===== config.mk =====
export PLATFORM = sky130hd
export DESIGN_NAME = alert_arbiter
export DESIGN_NICKNAME = d
export VERILOG_FILES = /design/src/rtl/alert_pkg.sv /design/src/rtl/alert_trigger.sv /design/src/rtl/alert_arbiter.sv
export SDC_FILE = /design/constraint.sdc
export NUM_CORES = 1
export LEC_CHECK = 0
export CELL_PAD_IN_SITES_DETAIL_PLACEMENT = 0
export CELL_PAD_IN_SITES_GLOBAL_PLACEMENT = 1
export CORE_UTILIZATION = 39
export CTS_CLUSTER_DIAMETER = 60
export DETAILED_ROUTE_END_ITERATION = 12
export PLACE_DENSITY = 0.8
export SKIP_CTS_REPAIR_TIMING = 1
export SYNTH_ARGS = -nofsm -noshare
export SYNTH_HDL_FRONTEND = slang
export SYNTH_SLANG_ARGS = --single-unit

===== constraint.sdc =====
create_clock -name clk -period 2.7 [get_ports clk]
set_input_delay 0.54 -clock clk [delete_from_list [all_inputs] [get_ports clk]]
set_output_delay 0.54 -clock clk [all_outputs]
set_load 0.005 [all_outputs]

===== src/rtl/alert_pkg.sv =====
// Shared types and helpers for the clock alert arbiter: state/owner codes and
// hour conversions for the hourly chime.
package alert_pkg;

  localparam int TIME_W = 24;

  localparam logic [1:0] SRC_IDLE  = 2'b00;
  localparam logic [1:0] SRC_BEEP  = 2'b01;
  localparam logic [1:0] SRC_CHIME = 2'b10;
  localparam logic [1:0] SRC_ALARM = 2'b11;

  // State encoding doubles as the owner code driven on src.
  typedef enum logic [1:0] {
    ST_IDLE  = SRC_IDLE,
    ST_BEEP  = SRC_BEEP,
    ST_CHIME = SRC_CHIME,
    ST_ALARM = SRC_ALARM
  } state_e;

  typedef struct packed {
    logic alarm;
    logic chime;
    logic beep;
  } pend_t;

  function automatic logic [5:0] bcd2bin(input logic [3:0] ten, input logic [3:0] one);
    return 6'(ten) * 6'd10 + 6'(one);
  endfunction

  function automatic logic [5:0] chime_count(input logic [5:0] hour, input logic h12);
    if (hour == 6'd0) return h12 ? 6'd12 : 6'd24;
    if (h12 && (hour > 6'd12)) return hour - 6'd12;
    return hour;
  endfunction

endpackage


===== src/rtl/alert_trigger.sv =====
// Masked BCD time compare with a registered rising-edge detector; fires one
// clk pulse each time the match condition becomes true.
module alert_trigger
  import alert_pkg::*;
#(
  parameter logic [TIME_W-1:0] MASK = '1
) (
  input  logic              clk,
  input  logic              CLR_n,
  input  logic              en,
  input  logic [TIME_W-1:0] now_time,
  input  logic [TIME_W-1:0] target,
  output logic              fire
);

  logic hit;
  logic hit_q, hit_d;
  logic armed_q, armed_d;

  // armed_q suppresses a spurious edge on the first clk after reset, so a
  // condition that is already true when reset releases does not fire.
  always_comb begin
    hit     = en && (((now_time ^ target) & MASK) == '0);
    hit_d   = hit;
    armed_d = 1'b1;
    fire    = hit && !hit_q && armed_q;
  end

  always_ff @(posedge clk or posedge CLR_n) begin
    if (CLR_n) begin
      hit_q   <= 1'b0;
      armed_q <= 1'b0;
    end else begin
      hit_q   <= hit_d;
      armed_q <= armed_d;
    end
  end

endmodule


===== src/rtl/alert_arbiter.sv =====
// Shares the clock's single alert output between alarm, hourly chime and key
// beep; sequences patterns on 2 Hz ticks and runs the alarm snooze timer.
module alert_arbiter
  import alert_pkg::*;
#(
  parameter int ALARM_TICKS  = 120,
  parameter int SNOOZE_TICKS = 600,
  parameter int BEEP_TICKS   = 1,
  parameter int CHIME_12H    = 1
) (
  input  logic       clk,
  input  logic       CLR_n,
  input  logic       tick,
  input  logic [3:0] sec_one,
  input  logic [3:0] sec_ten,
  input  logic [3:0] min_one,
  input  logic [3:0] min_ten,
  input  logic [3:0] hour_one,
  input  logic [3:0] hour_ten,
  input  logic [3:0] alm_min_one,
  input  logic [3:0] alm_min_ten,
  input  logic [3:0] alm_hour_one,
  input  logic [3:0] alm_hour_ten,
  input  logic       alarm_en,
  input  logic       chime_en,
  input  logic       key_beep,
  input  logic       stop_key,
  input  logic       snooze_key,
  output logic       led_out,
  output logic [1:0] src,
  output logic       busy,
  output logic       snoozing
);

  localparam int RING_W = $clog2(ALARM_TICKS + 1);
  localparam int SNZ_W  = $clog2(SNOOZE_TICKS + 1);
  localparam logic [RING_W-1:0] RING_LOAD = RING_W'(ALARM_TICKS - 1);
  localparam logic [RING_W-1:0] BEEP_LOAD = RING_W'(BEEP_TICKS - 1);
  localparam logic [SNZ_W-1:0]  SNZ_LOAD  = SNZ_W'(SNOOZE_TICKS);

  logic [TIME_W-1:0] now_time, alm_time;
  logic alarm_fire, chime_fire;

  assign now_time = {hour_ten, hour_one, min_ten, min_one, sec_ten, sec_one};
  assign alm_time = {alm_hour_ten, alm_hour_one, alm_min_ten, alm_min_one, 8'h00};

  alert_trigger #(.MASK('1)) u_alarm_trig (
    .clk(clk), .CLR_n(CLR_n), .en(alarm_en),
    .now_time(now_time), .target(alm_time), .fire(alarm_fire)
  );

  alert_trigger #(.MASK(24'h00FFFF)) u_chime_trig (
    .clk(clk), .CLR_n(CLR_n), .en(chime_en),
    .now_time(now_time), .target('0), .fire(chime_fire)
  );

  state_e            state_q, state_d;
  logic              led_q, led_d;
  logic [RING_W-1:0] ring_cnt_q, ring_cnt_d;
  logic [5:0]        chime_cnt_q, chime_cnt_d;
  pend_t             pend_q, pend_d;
  logic              exit_req_q, exit_req_d;
  logic              snoozing_q, snoozing_d;
  logic [SNZ_W-1:0]  snz_cnt_q, snz_cnt_d;
  logic              alm_en_q, alm_en_d;

  logic  stop_evt, in_alarm, snz_load, snz_expire;
  pend_t pend_now;
  logic [5:0] chime_n;

  always_comb begin
    state_d     = state_q;
    led_d       = led_q;
    ring_cnt_d  = ring_cnt_q;
    chime_cnt_d = chime_cnt_q;
    exit_req_d  = exit_req_q;
    snoozing_d  = snoozing_q;
    snz_cnt_d   = snz_cnt_q;
    alm_en_d    = alarm_en;

    // Disarming the alarm acts exactly like pressing stop.
    stop_evt   = stop_key || (alm_en_q && !alarm_en);
    in_alarm   = (state_q == ST_ALARM);
    snz_load   = snooze_key && !stop_evt && (in_alarm || snoozing_q);
    snz_expire = tick && snoozing_q && !stop_evt && !snz_load && (snz_cnt_q == SNZ_W'(1));

    pend_now.alarm = pend_q.alarm || alarm_fire || snz_expire;
    pend_now.chime = pend_q.chime || chime_fire;
    pend_now.beep  = pend_q.beep  || key_beep;
    pend_d         = pend_now;

    chime_n = chime_count(bcd2bin(hour_ten, hour_one), CHIME_12H != 0);

    if (stop_evt) begin
      snoozing_d = 1'b0;
      snz_cnt_d  = '0;
    end else if (snz_load) begin
      snoozing_d = 1'b1;
      snz_cnt_d  = SNZ_LOAD;
    end else if (tick && snoozing_q) begin
      snz_cnt_d = snz_cnt_q - SNZ_W'(1);
      if (snz_expire) snoozing_d = 1'b0;
    end

    if (in_alarm && (stop_evt || snooze_key)) exit_req_d = 1'b1;

    // Every tick consumes all pending requests: the winner starts, the rest
    // are discarded so nothing queues up behind a busy output.
    if (tick) begin
      pend_d     = '0;
      exit_req_d = 1'b0;
      if (state_q != ST_ALARM && pend_now.alarm) begin
        state_d    = ST_ALARM;
        led_d      = 1'b1;
        ring_cnt_d = RING_LOAD;
      end else if ((state_q == ST_IDLE || state_q == ST_BEEP) && pend_now.chime) begin
        state_d     = ST_CHIME;
        led_d       = 1'b1;
        chime_cnt_d = {chime_n[4:0], 1'b0} - 6'd1;
      end else if (state_q == ST_IDLE && pend_now.beep) begin
        state_d    = ST_BEEP;
        led_d      = 1'b1;
        ring_cnt_d = BEEP_LOAD;
      end else begin
        unique case (state_q)
          ST_IDLE: led_d = 1'b0;
          ST_BEEP: begin
            if (ring_cnt_q == '0) begin
              state_d = ST_IDLE;
              led_d   = 1'b0;
            end else begin
              ring_cnt_d = ring_cnt_q - RING_W'(1);
            end
          end
          ST_CHIME: begin
            if (chime_cnt_q == '0) begin
              state_d = ST_IDLE;
              led_d   = 1'b0;
            end else begin
              chime_cnt_d = chime_cnt_q - 6'd1;
              led_d       = !led_q;
            end
          end
          ST_ALARM: begin
            if (exit_req_q || stop_evt || snooze_key || ring_cnt_q == '0) begin
              state_d = ST_IDLE;
              led_d   = 1'b0;
            end else begin
              ring_cnt_d = ring_cnt_q - RING_W'(1);
              led_d      = !led_q;
            end
          end
        endcase
      end
    end
  end

  always_ff @(posedge clk or posedge CLR_n) begin
    if (CLR_n) begin
      state_q     <= ST_IDLE;
      led_q       <= 1'b0;
      ring_cnt_q  <= '0;
      chime_cnt_q <= '0;
      pend_q      <= '0;
      exit_req_q  <= 1'b0;
      snoozing_q  <= 1'b0;
      snz_cnt_q   <= '0;
      alm_en_q    <= 1'b0;
    end else begin
      state_q     <= state_d;
      led_q       <= led_d;
      ring_cnt_q  <= ring_cnt_d;
      chime_cnt_q <= chime_cnt_d;
      pend_q      <= pend_d;
      exit_req_q  <= exit_req_d;
      snoozing_q  <= snoozing_d;
      snz_cnt_q   <= snz_cnt_d;
      alm_en_q    <= alm_en_d;
    end
  end

  assign led_out  = led_q;
  assign src      = state_q;
  assign busy     = (state_q != ST_IDLE);
  assign snoozing = snoozing_q;

endmodule


Word-level counts from Yosys, hierarchy flattened

Index checks and enable logic that the tools add are counted.
W data, S select, Z words.

Input port bits: 48
Word-level logic and storage cells: 130
Output and inout bits: 5
Register bits: 35

Multiply operators: 1
Muxes and demuxes: 41
Reduce and logical (&&, ||, !) cells: 52
Magnitude comparators: 1
Add/subtract/negate cells: 6
Equality and inequality tests: 13
Bitwise logic cells: 2

Operators by type and width:

| kind                    | count |
|---|---|
| $logic_not A24 Y1       | 2 |
| $mux W7                 | 5 |
| $mux W10                | 3 |
| $mux W6                 | 4 |
| $xor A24 B24 Y24        | 1 |
| $mux W5                 | 4 |
| $logic_and A1 B1 Y1     | 17 |
| $mux W1                 | 15 |
| $reduce_and A5 Y1       | 3 |
| $pmux W7 S2             | 1 |
| $logic_not A6 Y1        | 2 |
| $mux W2                 | 6 |
| $sub A6 B1 Y6 const B   | 2 |
| $logic_or A1 B1 Y1      | 11 |
| $eq A10 B1 Y1 const B   | 1 |
| $sub A10 B1 Y10 const B | 1 |
| $ne A2 B2 Y1 const B    | 4 |
| $ne A4 B4 Y1 const B    | 2 |
| $logic_not A7 Y1        | 1 |
| $sub A7 B1 Y7 const B   | 1 |
| $add A6 B4 Y6           | 1 |
| $gt A6 B4 Y1 const B    | 1 |
| $logic_not A1 Y1        | 6 |
| $pmux W2 S3             | 1 |
| 16 further kinds        | 21 |

Logic depth before layout (Yosys ltp)

Gate-level depths: netlist of the first run.

Depth in word-level cells: 13
Mapped depth: 11
Mapped depth without buffers: 11

By module

A second synthesis of the first run with hierarchy kept.

Cell total of the unflattened synthesis: 328
Area total of the unflattened synthesis: 2805.2 µm²

By module, submodules not included:

| module                        | instances | area each (µm²) | cells an instance | sequential area each (µm²) |
|---|---|---|---|---|
| alert_arbiter                 | 1         | 2189.6          | 253               | 800.8 |
| alert_trigger at u_alarm_trig | 1         | 346.6           | 40                | 50.0 |
| alert_trigger at u_chime_trig | 1         | 269.0           | 35                | 50.0 |

Least setup slack after synthesis of the first run

Ideal clock, no wire load.

Kind: input port to flip-flop
Start: input hour_one[1]
End: register chime_cnt_q[5]
Slack: -237 ps
Data arrival time: 2811 ps
Buffers on the path: 0
Required time: 2574 ps
Cell stages on the path: 10
Setup time: 126 ps
Path through: ha_1 inv_1 fa_1 xnor2_1 ha_1 o21ai_0 a311oi_1 o211ai_1 xor2_1 a221o_1

Cells in the longest elaborated chain, start to end: 10
Elaborated cells on any way between the ends: 22
Those cells by class: add/sub (3); order compare (1); mux (7); bitwise (2); reduce/logical (9)

Ends and longest elaborated chain:

| item                                                                   | line                 | RTL |
|---|---|---|
| start: declaration                                                     | alert_arbiter.sv:18  | `input logic [3:0] hour_one,` |
| parallel branches: the longest is 10 deep, another holds $add A6 B4 Y6 | -                    |  |
| end signal: assignment                                                 | alert_arbiter.sv:173 | `chime_cnt_q <= chime_cnt_d;` |
| end: declaration                                                       | alert_arbiter.sv:60  | `logic [5:0] chime_cnt_q, chime_cnt_d;` |

Several ways; the timed one is not identified. The select of a mux whose other input is x is not followed.
A chain may end at the register's enable or synchronous reset.

Worst setup path after layout of the first run

Start: input hour_one[3]
End: register chime_cnt_q[4]

The elaborated chain is that of the path after synthesis.

==> results of run 1 <==
==> power by group through the flow <==
stage	clock, W	sequential (W)	combinational [W]
floorplan	0	0.000639	0.000511
global placement	0	0.000650	0.000846
detailed placement	0	0.000651	0.000855
CTS	0.000395	0.000642	0.000864
global route	0.000418	0.000657	0.00103
finish	0.000381	0.000643	0.000930
==> registers in the layout, indices dropped and copies added (netlist names) <==
register / flops
alm_en_q: 1
u_chime_trig.armed_q: 1
u_alarm_trig.hit_q: 1
snoozing: 1
u_chime_trig.hit_q: 1
snz_cnt_q: 10
ring_cnt_q: 7
chime_cnt_q: 6
src: 2
led_out: 1
pend_q: 3
exit_req_q: 1
==> worst max path at each step <==
| stage | startpoint | endpoint | slack (ns) | cells after the start |
|---|---|---|---|---|
| 2_1_floorplan | hour_ten[0] | chime_cnt_q[5] | 0.01 | 9 |
| 3_3_place_gp | hour_ten[0] | chime_cnt_q[5] | -0.53 | 11 |
| 3_5_place_dp | hour_ten[0] | chime_cnt_q[5] | -0.62 | 11 |
| 4_1_cts | hour_ten[0] | chime_cnt_q[5] | -0.31 | 11 |
| 5_1_grt | hour_one[3] | chime_cnt_q[5] | -0.04 | 10 |
| 6_report | hour_one[3] | chime_cnt_q[4] | 0.06 | 11 |
==> stage by stage <==
stage          cells  worst slack, ns  hold slack (ns)  power (W)  utilization
2_1_floorplan    302           0.0146            0.447    0.00115            -
3_3_place_gp     478           -0.535            0.469    0.00150        0.551
3_5_place_dp     478           -0.622            0.489    0.00151        0.551
4_1_cts          485           -0.306            0.506    0.00190        0.564
5_1_grt          488          -0.0433            0.531    0.00210        0.583
6_report         488           0.0564            0.495    0.00195        0.583
==> worst min-delay path, cell delays in order, from the launching register on <==
cell,delay (ns)
sky130_fd_sc_hd__dfrtp_1,0.33
sky130_fd_sc_hd__nor2_1,0.05
sky130_fd_sc_hd__nor2_1,0.08
==> cells in the mapped netlist, types with 2 or more instances <==
cell type / number / share of area
sky130_fd_sc_hd__xnor2_1: 20 / 0.065
sky130_fd_sc_hd__nor3_1: 9 / 0.017
sky130_fd_sc_hd__nand3_1: 6 / 0.011
sky130_fd_sc_hd__nor4b_1: 2 / 0.0065
sky130_fd_sc_hd__a211oi_1: 3 / 0.0083
sky130_fd_sc_hd__mux2_2: 2 / 0.0083
sky130_fd_sc_hd__nor2_1: 32 / 0.044
sky130_fd_sc_hd__a21oi_1: 10 / 0.018
sky130_fd_sc_hd__nor2b_1: 3 / 0.0069
sky130_fd_sc_hd__ha_1: 15 / 0.069
sky130_fd_sc_hd__and4b_1: 2 / 0.0074
sky130_fd_sc_hd__or4_1: 2 / 0.0055
sky130_fd_sc_hd__a21o_1: 4 / 0.011
sky130_fd_sc_hd__a22o_1: 3 / 0.0097
sky130_fd_sc_hd__inv_1: 22 / 0.030
sky130_fd_sc_hd__nand4_1: 8 / 0.018
sky130_fd_sc_hd__o22ai_1: 3 / 0.0069
sky130_fd_sc_hd__dfrtp_1: 35 / 0.32
sky130_fd_sc_hd__nor4_2: 3 / 0.014
sky130_fd_sc_hd__o31ai_1: 3 / 0.0083
sky130_fd_sc_hd__a31oi_1: 6 / 0.014
sky130_fd_sc_hd__mux2i_1: 3 / 0.011
sky130_fd_sc_hd__or2_2: 2 / 0.0046
sky130_fd_sc_hd__o21ai_0: 17 / 0.031
sky130_fd_sc_hd__nand2b_1: 10 / 0.023
sky130_fd_sc_hd__nor4_1: 10 / 0.023
sky130_fd_sc_hd__buf_2: 3 / 0.0055
sky130_fd_sc_hd__and2_1: 2 / 0.0046
sky130_fd_sc_hd__xor2_1: 11 / 0.036
sky130_fd_sc_hd__nand2_1: 12 / 0.017
sky130_fd_sc_hd__o21a_1: 3 / 0.0083
sky130_fd_sc_hd__or3_1: 3 / 0.0069
sky130_fd_sc_hd__clkbuf_1: 2 / 0.0028
sky130_fd_sc_hd__a221o_1: 2 / 0.0074
==> cell type report <==
type	instances	share of cell area
timing repair buffer	105	0.240
clock inverter	1	0.00127
sequential	35	0.222
clock buffer	6	0.0210
tap	80	0.0254
multi-input combinational	239	0.469
inverter	22	0.0210
==> cell usage in the layout (no fill, tap or decap), types with 3 or more instances in the layout <==
| cell | instances |
|---|---|
| sky130_fd_sc_hd__a211oi_1 | 3 |
| sky130_fd_sc_hd__a21o_1 | 4 |
| sky130_fd_sc_hd__a21oi_1 | 9 |
| sky130_fd_sc_hd__a22o_1 | 3 |
| sky130_fd_sc_hd__a31oi_1 | 6 |
| sky130_fd_sc_hd__buf_4 | 52 |
| sky130_fd_sc_hd__clkbuf_8 | 6 |
| sky130_fd_sc_hd__clkdlybuf4s50_1 | 46 |
| sky130_fd_sc_hd__dfrtp_1 | 35 |
| sky130_fd_sc_hd__dlymetal6s2s_1 | 6 |
| sky130_fd_sc_hd__ha_1 | 11 |
| sky130_fd_sc_hd__ha_4 | 3 |
| sky130_fd_sc_hd__inv_1 | 21 |
| sky130_fd_sc_hd__mux2i_1 | 3 |
| sky130_fd_sc_hd__nand2_1 | 12 |
| sky130_fd_sc_hd__nand2b_1 | 10 |
| sky130_fd_sc_hd__nand3_1 | 6 |
| sky130_fd_sc_hd__nand4_1 | 8 |
| sky130_fd_sc_hd__nor2_1 | 31 |
| sky130_fd_sc_hd__nor2b_1 | 3 |
| sky130_fd_sc_hd__nor3_1 | 8 |
| sky130_fd_sc_hd__nor4_1 | 10 |
| sky130_fd_sc_hd__nor4_2 | 3 |
| sky130_fd_sc_hd__o21a_1 | 3 |
| sky130_fd_sc_hd__o21ai_0 | 16 |
| sky130_fd_sc_hd__o21ai_2 | 3 |
| sky130_fd_sc_hd__o22ai_1 | 3 |
| sky130_fd_sc_hd__o31ai_1 | 3 |
| sky130_fd_sc_hd__or3_1 | 3 |
| sky130_fd_sc_hd__xnor2_1 | 17 |
| sky130_fd_sc_hd__xor2_1 | 10 |
==> routing by layer <==
metal / track usage / share of wire / up-vias
met3: 0.0389 / 0.058 / 2
met5: 0 / 0 / -
li1: - / - / 1312
met1: 0.282 / 0.50 / 1194
met2: 0.315 / 0.44 / 75
met4: 0.0288 / 0.0022 / 0
==> cells by family (layout without fill, tap and decap cells) <==
logic type	Yosys count	after routing	synth area share
flops	35	35	0.323
compound gates	72	72	0.195
xor+xnor	31	31	0.100
buf+inv	28	134	0.0429
fa+ha+maj	16	16	0.0766
mux	5	5	0.0194
other cells	1	1	0.00138
simple gates	114	114	0.242
==> run summary, run 1 <==
Worst setup path
• input pin — kind of launch point of the worst setup path
• 2.86 ns — required time of the critical path
• 0.42 ns — setup slack on the worst flop-to-flop path
• 7 — worst r2r path cells
• snz_cnt_q[3] — startpoint of the worst register-to-register path
• clkdlybuf4s50_1 -> ha_4 -> buf_12 -> xnor2_4 -> ha_4 -> o21ai_2 -> a221oi_2 -> a31oi_1 -> a32oi_1 -> a2111oi_1 -> a221o_1 — worst-path cell chain
• input pin to flop — Setup Crit Path Kind
• 4 — CP max FO
• sky130_fd_sc_hd__clkdlybuf4s50_1 — master of the slowest instance on the critical path
• compound AO/OA/AOI/OAI gates — dominant delay contributor by cell family on the critical path
• flop — type of element capturing the critical path
• sky130_fd_sc_hd__ha_4 — dominant cell type by count on the critical path
• 2.81 ns — Data arrival, critical path
• 2 — count of buffer and inverter cells on the critical path
• 0.54 ns — largest incremental delay on the critical path
• chime_cnt_q[5] — reg2reg end

Timing
• 0.579 ns — slew at the pin with the worst max-slew slack
• 0.979 — post-route clock period utilization
• 2.64 ns — min cycle time layout
• 378 MHz — Max Freq
• 0.00543 ns — worst clock skew
• 0.610 — max_slew headroom
• 0 — final number of hold-violating endpoints
• 0 ns — Setup TNS
• 0 — count of pins over their slew limit
• 0 — Setup violations, final

Final layout
• 45.3% — Layout Area Growth over Synthesis
• 876 um2 — FF+latch area
• 604 — fill count
• 0.00185 mm2 — footprint of the multi-input gates
• 0 — number of antenna repair diodes
• 0.235 — share of layout cells above drive strength 1
• 472 — number of nets at the end of the flow
• 0.00394 mm2 — final instance area

Job
• 0 — Max Cap Violations

Min path
• flop to flop — type of the most critical hold path
• 2 — WHS Path Cells
• pend_q[0] — sink of the worst hold path
• pend_q[0] — startpoint of the worst hold path

Clock network
• 2 — CTS max path bufs
• 0.28 ns — source-to-sink clock delay at the later pin of the worst-skew pair
• 2 — H-tree depth
• 0.07 ns — clock slew seen by the registers of the worst setup and hold paths
• yes — CTS tree
• 5 — total clock buffers created by CTS
• 35 — number of sinks handled by clock tree synthesis
• sky130_fd_sc_hd__clkbuf_8 — Clock Tree Root

Synthesis
• 1.00 — share of flip-flops with an asynchronous set or reset after synthesis
• 0 — number of synthesized flops with an enable pin
• 366 — post-synthesis net count
• 8.98 um2 — Syn Area/Cell
• 302 — Synth Instances
• 0 — yosys warns
• 0.323 — Seq/Total Area, Yosys
• sky130_fd_sc_hd__dfrtp_1 — most frequently used flop master after synthesis
• 63 — Distinct cells, synth
• 0.00271 mm2 — netlist area before placement
• 35 — Synth Register Bits

GRT
• 11700 um — first-pass GRT wire length
• 0 — global route total overflow
• 2572 — via count of the first global-routing pass
• 0 — antenna violations before repair
• 0.197 — overall track demand over capacity in global routing
• 36 — maximum number of pins on one net before global-route repair

Drt
• 1 — Residual DRC
• 110 — DRC violation total after the first TritonRoute iteration
• 0 — Detail Route Antenna Nets
• 5.29 — mean number of vias per cell
• 2583 — via total after detailed routing
• 6720 um — Total Routed Length
• 13.8 um — wire length per cell
• 8 — iteration count of the initial detailed-routing pass

Status
• finished with violations — run status
• DRC — failing checks

Power
• 0.00128 W — internal power of the cells
• 496 mW/mm2 — pwr dens
• 0.000679 W — switching component of the power
• 0.195 — power share of the clock group
• 0.347 — Sw Ratio
• 0.468 mV — peak supply drop
• 1.74 nW — Static Leak
• 0.329 — portion of total power attributed to sequential cells
• 0.476 — logic gate share of total power

Floorplanning
• 0.00729 mm2 — area of the die
• 0.401 — Initial Util
• 53 — number of top-level pins
• 85.4 um — Die X-Extent
• 85.4 um — die outline height
• 0.00676 mm2 — area of the core
• 30 — Cell Rows

Placed design
• 52 — PortBufs
• 0.00372 mm2 — placed instance area
• 0.915 — weighted congestion reported at the end of routability-driven placement
• 5240 um — detailed placement HPWL

No activity file was read; power rests on OpenSTA's default activity.
==> run 2, diff against run 1 <==
--- a/config.mk
+++ b/config.mk
@@ -11,6 +11,7 @@
 export CTS_CLUSTER_DIAMETER = 60
 export DETAILED_ROUTE_END_ITERATION = 12
 export PLACE_DENSITY = 0.8
+export SETUP_SLACK_MARGIN = 0.15
 export SKIP_CTS_REPAIR_TIMING = 1
 export SYNTH_ARGS = -nofsm -noshare
 export SYNTH_HDL_FRONTEND = slang
==> run 2 against run 1 <==
Effect of this change:
- the flow still finishes with violations (DRC)
- hold slack got worse by 0.0092 ns
- clock power rose by 28%
- first-iteration DRC count fell by 28%
- via count fell by 0.27%
- wire length rose by 0.88%
- non-clock buffer count rose by 1
- cell area rose by 5.5%
- clock skew rose by 0.0079 ns
==> run summary, run 2 (synthesis gave the netlist of run 1 again) <==
Status
• finished with violations — run status
• DRC — failing checks

Worst setup path
• clkdlybuf4s50_1 -> inv_1 -> a21o_2 -> buf_4 -> or2_2 -> or3_1 -> o221a_2 -> mux2i_1 — worst-path cell chain
• sky130_fd_sc_hd__clkdlybuf4s50_1 — master of the slowest instance on the critical path
• 2.66 ns — Data arrival, critical path, -0.15 ns
• 8 — worst r2r path cells, +1
• src[0] — startpoint of the worst register-to-register path
• led_out — reg2reg end
• input pin to flop — Setup Crit Path Kind
• flop — type of element capturing the critical path
• 7 — CP max FO, +3
• 3 — count of buffer and inverter cells on the critical path, +1
• 0.51 ns — largest incremental delay on the critical path, -0.03 ns
• buffers and inverters — dominant delay contributor by cell family on the critical path
• 2.86 ns — required time of the critical path, about the same
• input pin — kind of launch point of the worst setup path
• 0.37 ns — setup slack on the worst flop-to-flop path, -0.05 ns

Final layout
• 10 — Largest register FFs, unchanged
• 473 — number of nets at the end of the flow, +0.21%
• snz_cnt_q — Largest Register
• 50 x sky130_fd_sc_hd__buf_4, 39 x sky130_fd_sc_hd__clkdlybuf4s50_1, 34 x sky130_fd_sc_hd__dfrtp_1, 31 x sky130_fd_sc_hd__nor2_1, 19 x sky130_fd_sc_hd__inv_1 — highest-count cells in the layout ignoring fill and taps
• 490 — count of placed standard cells in the final layout, fillers left out, +0.41%
• 0.300 — share of layout cells above drive strength 1, +0.0647
• 0.00416 mm2 — final instance area, +5.5%
• snz_cnt_q (10), ring_cnt_q (7), chime_cnt_q (6) — Largest regs
• 53.3% — Layout Area Growth over Synthesis
• sky130_fd_sc_hd__buf_4 — commonest non-fill, non-tap cell in the layout
• 0 — number of antenna repair diodes, unchanged

Drt
• 13.8 um — wire length per cell, +0.47%
• 1 — Residual DRC, unchanged
• 79 — DRC violation total after the first TritonRoute iteration, -28%
• 0 — Detail Route Antenna Nets, unchanged
• 2576 — via total after detailed routing, -0.27%
• 6770 um — Total Routed Length, +0.88%
• 5.26 — mean number of vias per cell, -0.68%
• 9 — iteration count of the initial detailed-routing pass, +1

Clock network
• 2 — CTS max path bufs, unchanged
• sky130_fd_sc_hd__clkbuf_8 — Clock Tree Root
• 5 — total clock buffers created by CTS, unchanged
• 0.29 ns — source-to-sink clock delay at the later pin of the worst-skew pair, about the same
• 35 — number of sinks handled by clock tree synthesis, unchanged
• yes — CTS tree
• 0.07 ns — clock slew seen by the registers of the worst setup and hold paths, about the same
• 2 — H-tree depth, unchanged

Timing
• 0.925 — post-route clock period utilization, -0.0546
• 0 — count of pins over their slew limit, unchanged
• 0 — Setup violations, final, unchanged
• 0.530 ns — slew at the pin with the worst max-slew slack, -0.0497 ns
• 0.0133 ns — worst clock skew, +0.00790 ns
• 0 — final number of hold-violating endpoints, unchanged
• 2.50 ns — min cycle time layout, -0.147 ns
• 401 MHz — Max Freq, +5.9%
• 0.644 — max_slew headroom, +0.0334
• yes — unrepaired setup endpoints after global routing

Placed design
• 5170 um — detailed placement HPWL, -1.4%
• 476 — post-placement cell count, -0.42%
• 0.870 — weighted congestion reported at the end of routability-driven placement, -4.9%
• 0.00377 mm2 — placed instance area, +1.3%
• 52 — PortBufs, unchanged

Floorplanning
• 0.00729 mm2 — area of the die, unchanged
• 85.4 um — die outline height, unchanged
• 30 — Cell Rows, unchanged
• 85.4 um — Die X-Extent, unchanged
• 0.00676 mm2 — area of the core, unchanged
• 0.401 — Initial Util, unchanged
• 53 — number of top-level pins, unchanged

GRT
• 0.196 — overall track demand over capacity in global routing, -0.000701
• 36 — maximum number of pins on one net before global-route repair, unchanged
• 2512 — via count of the first global-routing pass, -2.3%
• 0 — global route total overflow, unchanged
• 0 — antenna violations before repair, unchanged
• 11500 um — first-pass GRT wire length, -0.95%

Min path
• 1 — WHS Path Cells, -1
• chime_cnt_q[0] — startpoint of the worst hold path
• flop to flop — type of the most critical hold path
• chime_cnt_q[0] — sink of the worst hold path

Power
• 509 mW/mm2 — pwr dens, +2.6%
• 0.478 mV — peak supply drop, +2.2%
• 1.82 nW — Static Leak, +4.7%

Job
• 0 — Max Cap Violations, unchanged

run 2: cell types whose count changed in the layout (fill, tap and decap cells not counted), sizes merged:
cell / change
clkdlybuf4s50: -7
bufinv: +1
clkbuf: +1
buf: +4
dlymetal6s2s: +3
run 2: layer usage:
| metal | track usage | wire [um] | vias up |
|---|---|---|---|
| li1 | - | - | 1308 |
| met1 | 0.276 | 3370 | 1207 |
| met2 | 0.311 | 3080 | 53 |
| met3 | 0.0418 | 274 | 8 |
| met4 | 0.0409 | 46 | 0 |
| met5 | 0 | 0 | - |
run 2: area by class of cell:
class | count | area, um2
Fill cell | 582 | 2600
Multi-Input combinational cell | 239 | 2020
Timing Repair Buffer | 106 | 960
Sequential cell | 35 | 877
Tap cell | 80 | 100
Clock buffer | 6 | 82.6
Inverter | 22 | 82.6
Clock inverter | 2 | 35.0
run 2: worst max path at each step:
stage	start	end	slack, ns	cells after the start
2_1_floorplan	hour_one[1]	chime_cnt_q[5]	0.15	10
3_3_place_gp	hour_ten[0]	chime_cnt_q[4]	-0.54	12
3_5_place_dp	hour_ten[0]	chime_cnt_q[4]	-0.64	12
4_1_cts	hour_ten[0]	chime_cnt_q[4]	-0.33	12
5_1_grt	hour_ten[0]	chime_cnt_q[4]	0.09	12
6_report	alarm_en	src[1]	0.20	8
run 2: report_power, final:
group | leakage, nW | switching [W] | internal, W
combinational | 1.29 | 0.000457 | 0.000524
clock | 0.0612 | 0.000188 | 0.000299
sequential | 0.471 | 0.0000680 | 0.000581
run 2: metrics by stage:
| stage | hold WS, ns | TNS [ns] | total power [W] | setup slack, ns | utilization |
|---|---|---|---|---|---|
| after floorplan | 0.447 | 0 | 0.00118 | 0.151 | - |
| after global placement | 0.471 | -4.12 | 0.00151 | -0.536 | 0.558 |
| after detailed placement | 0.474 | -4.34 | 0.00152 | -0.643 | 0.558 |
| after CTS | 0.489 | -0.888 | 0.00202 | -0.333 | 0.576 |
| after global routing | 0.520 | 0 | 0.00227 | 0.0889 | 0.615 |
| final | 0.486 | 0 | 0.00212 | 0.204 | 0.615 |
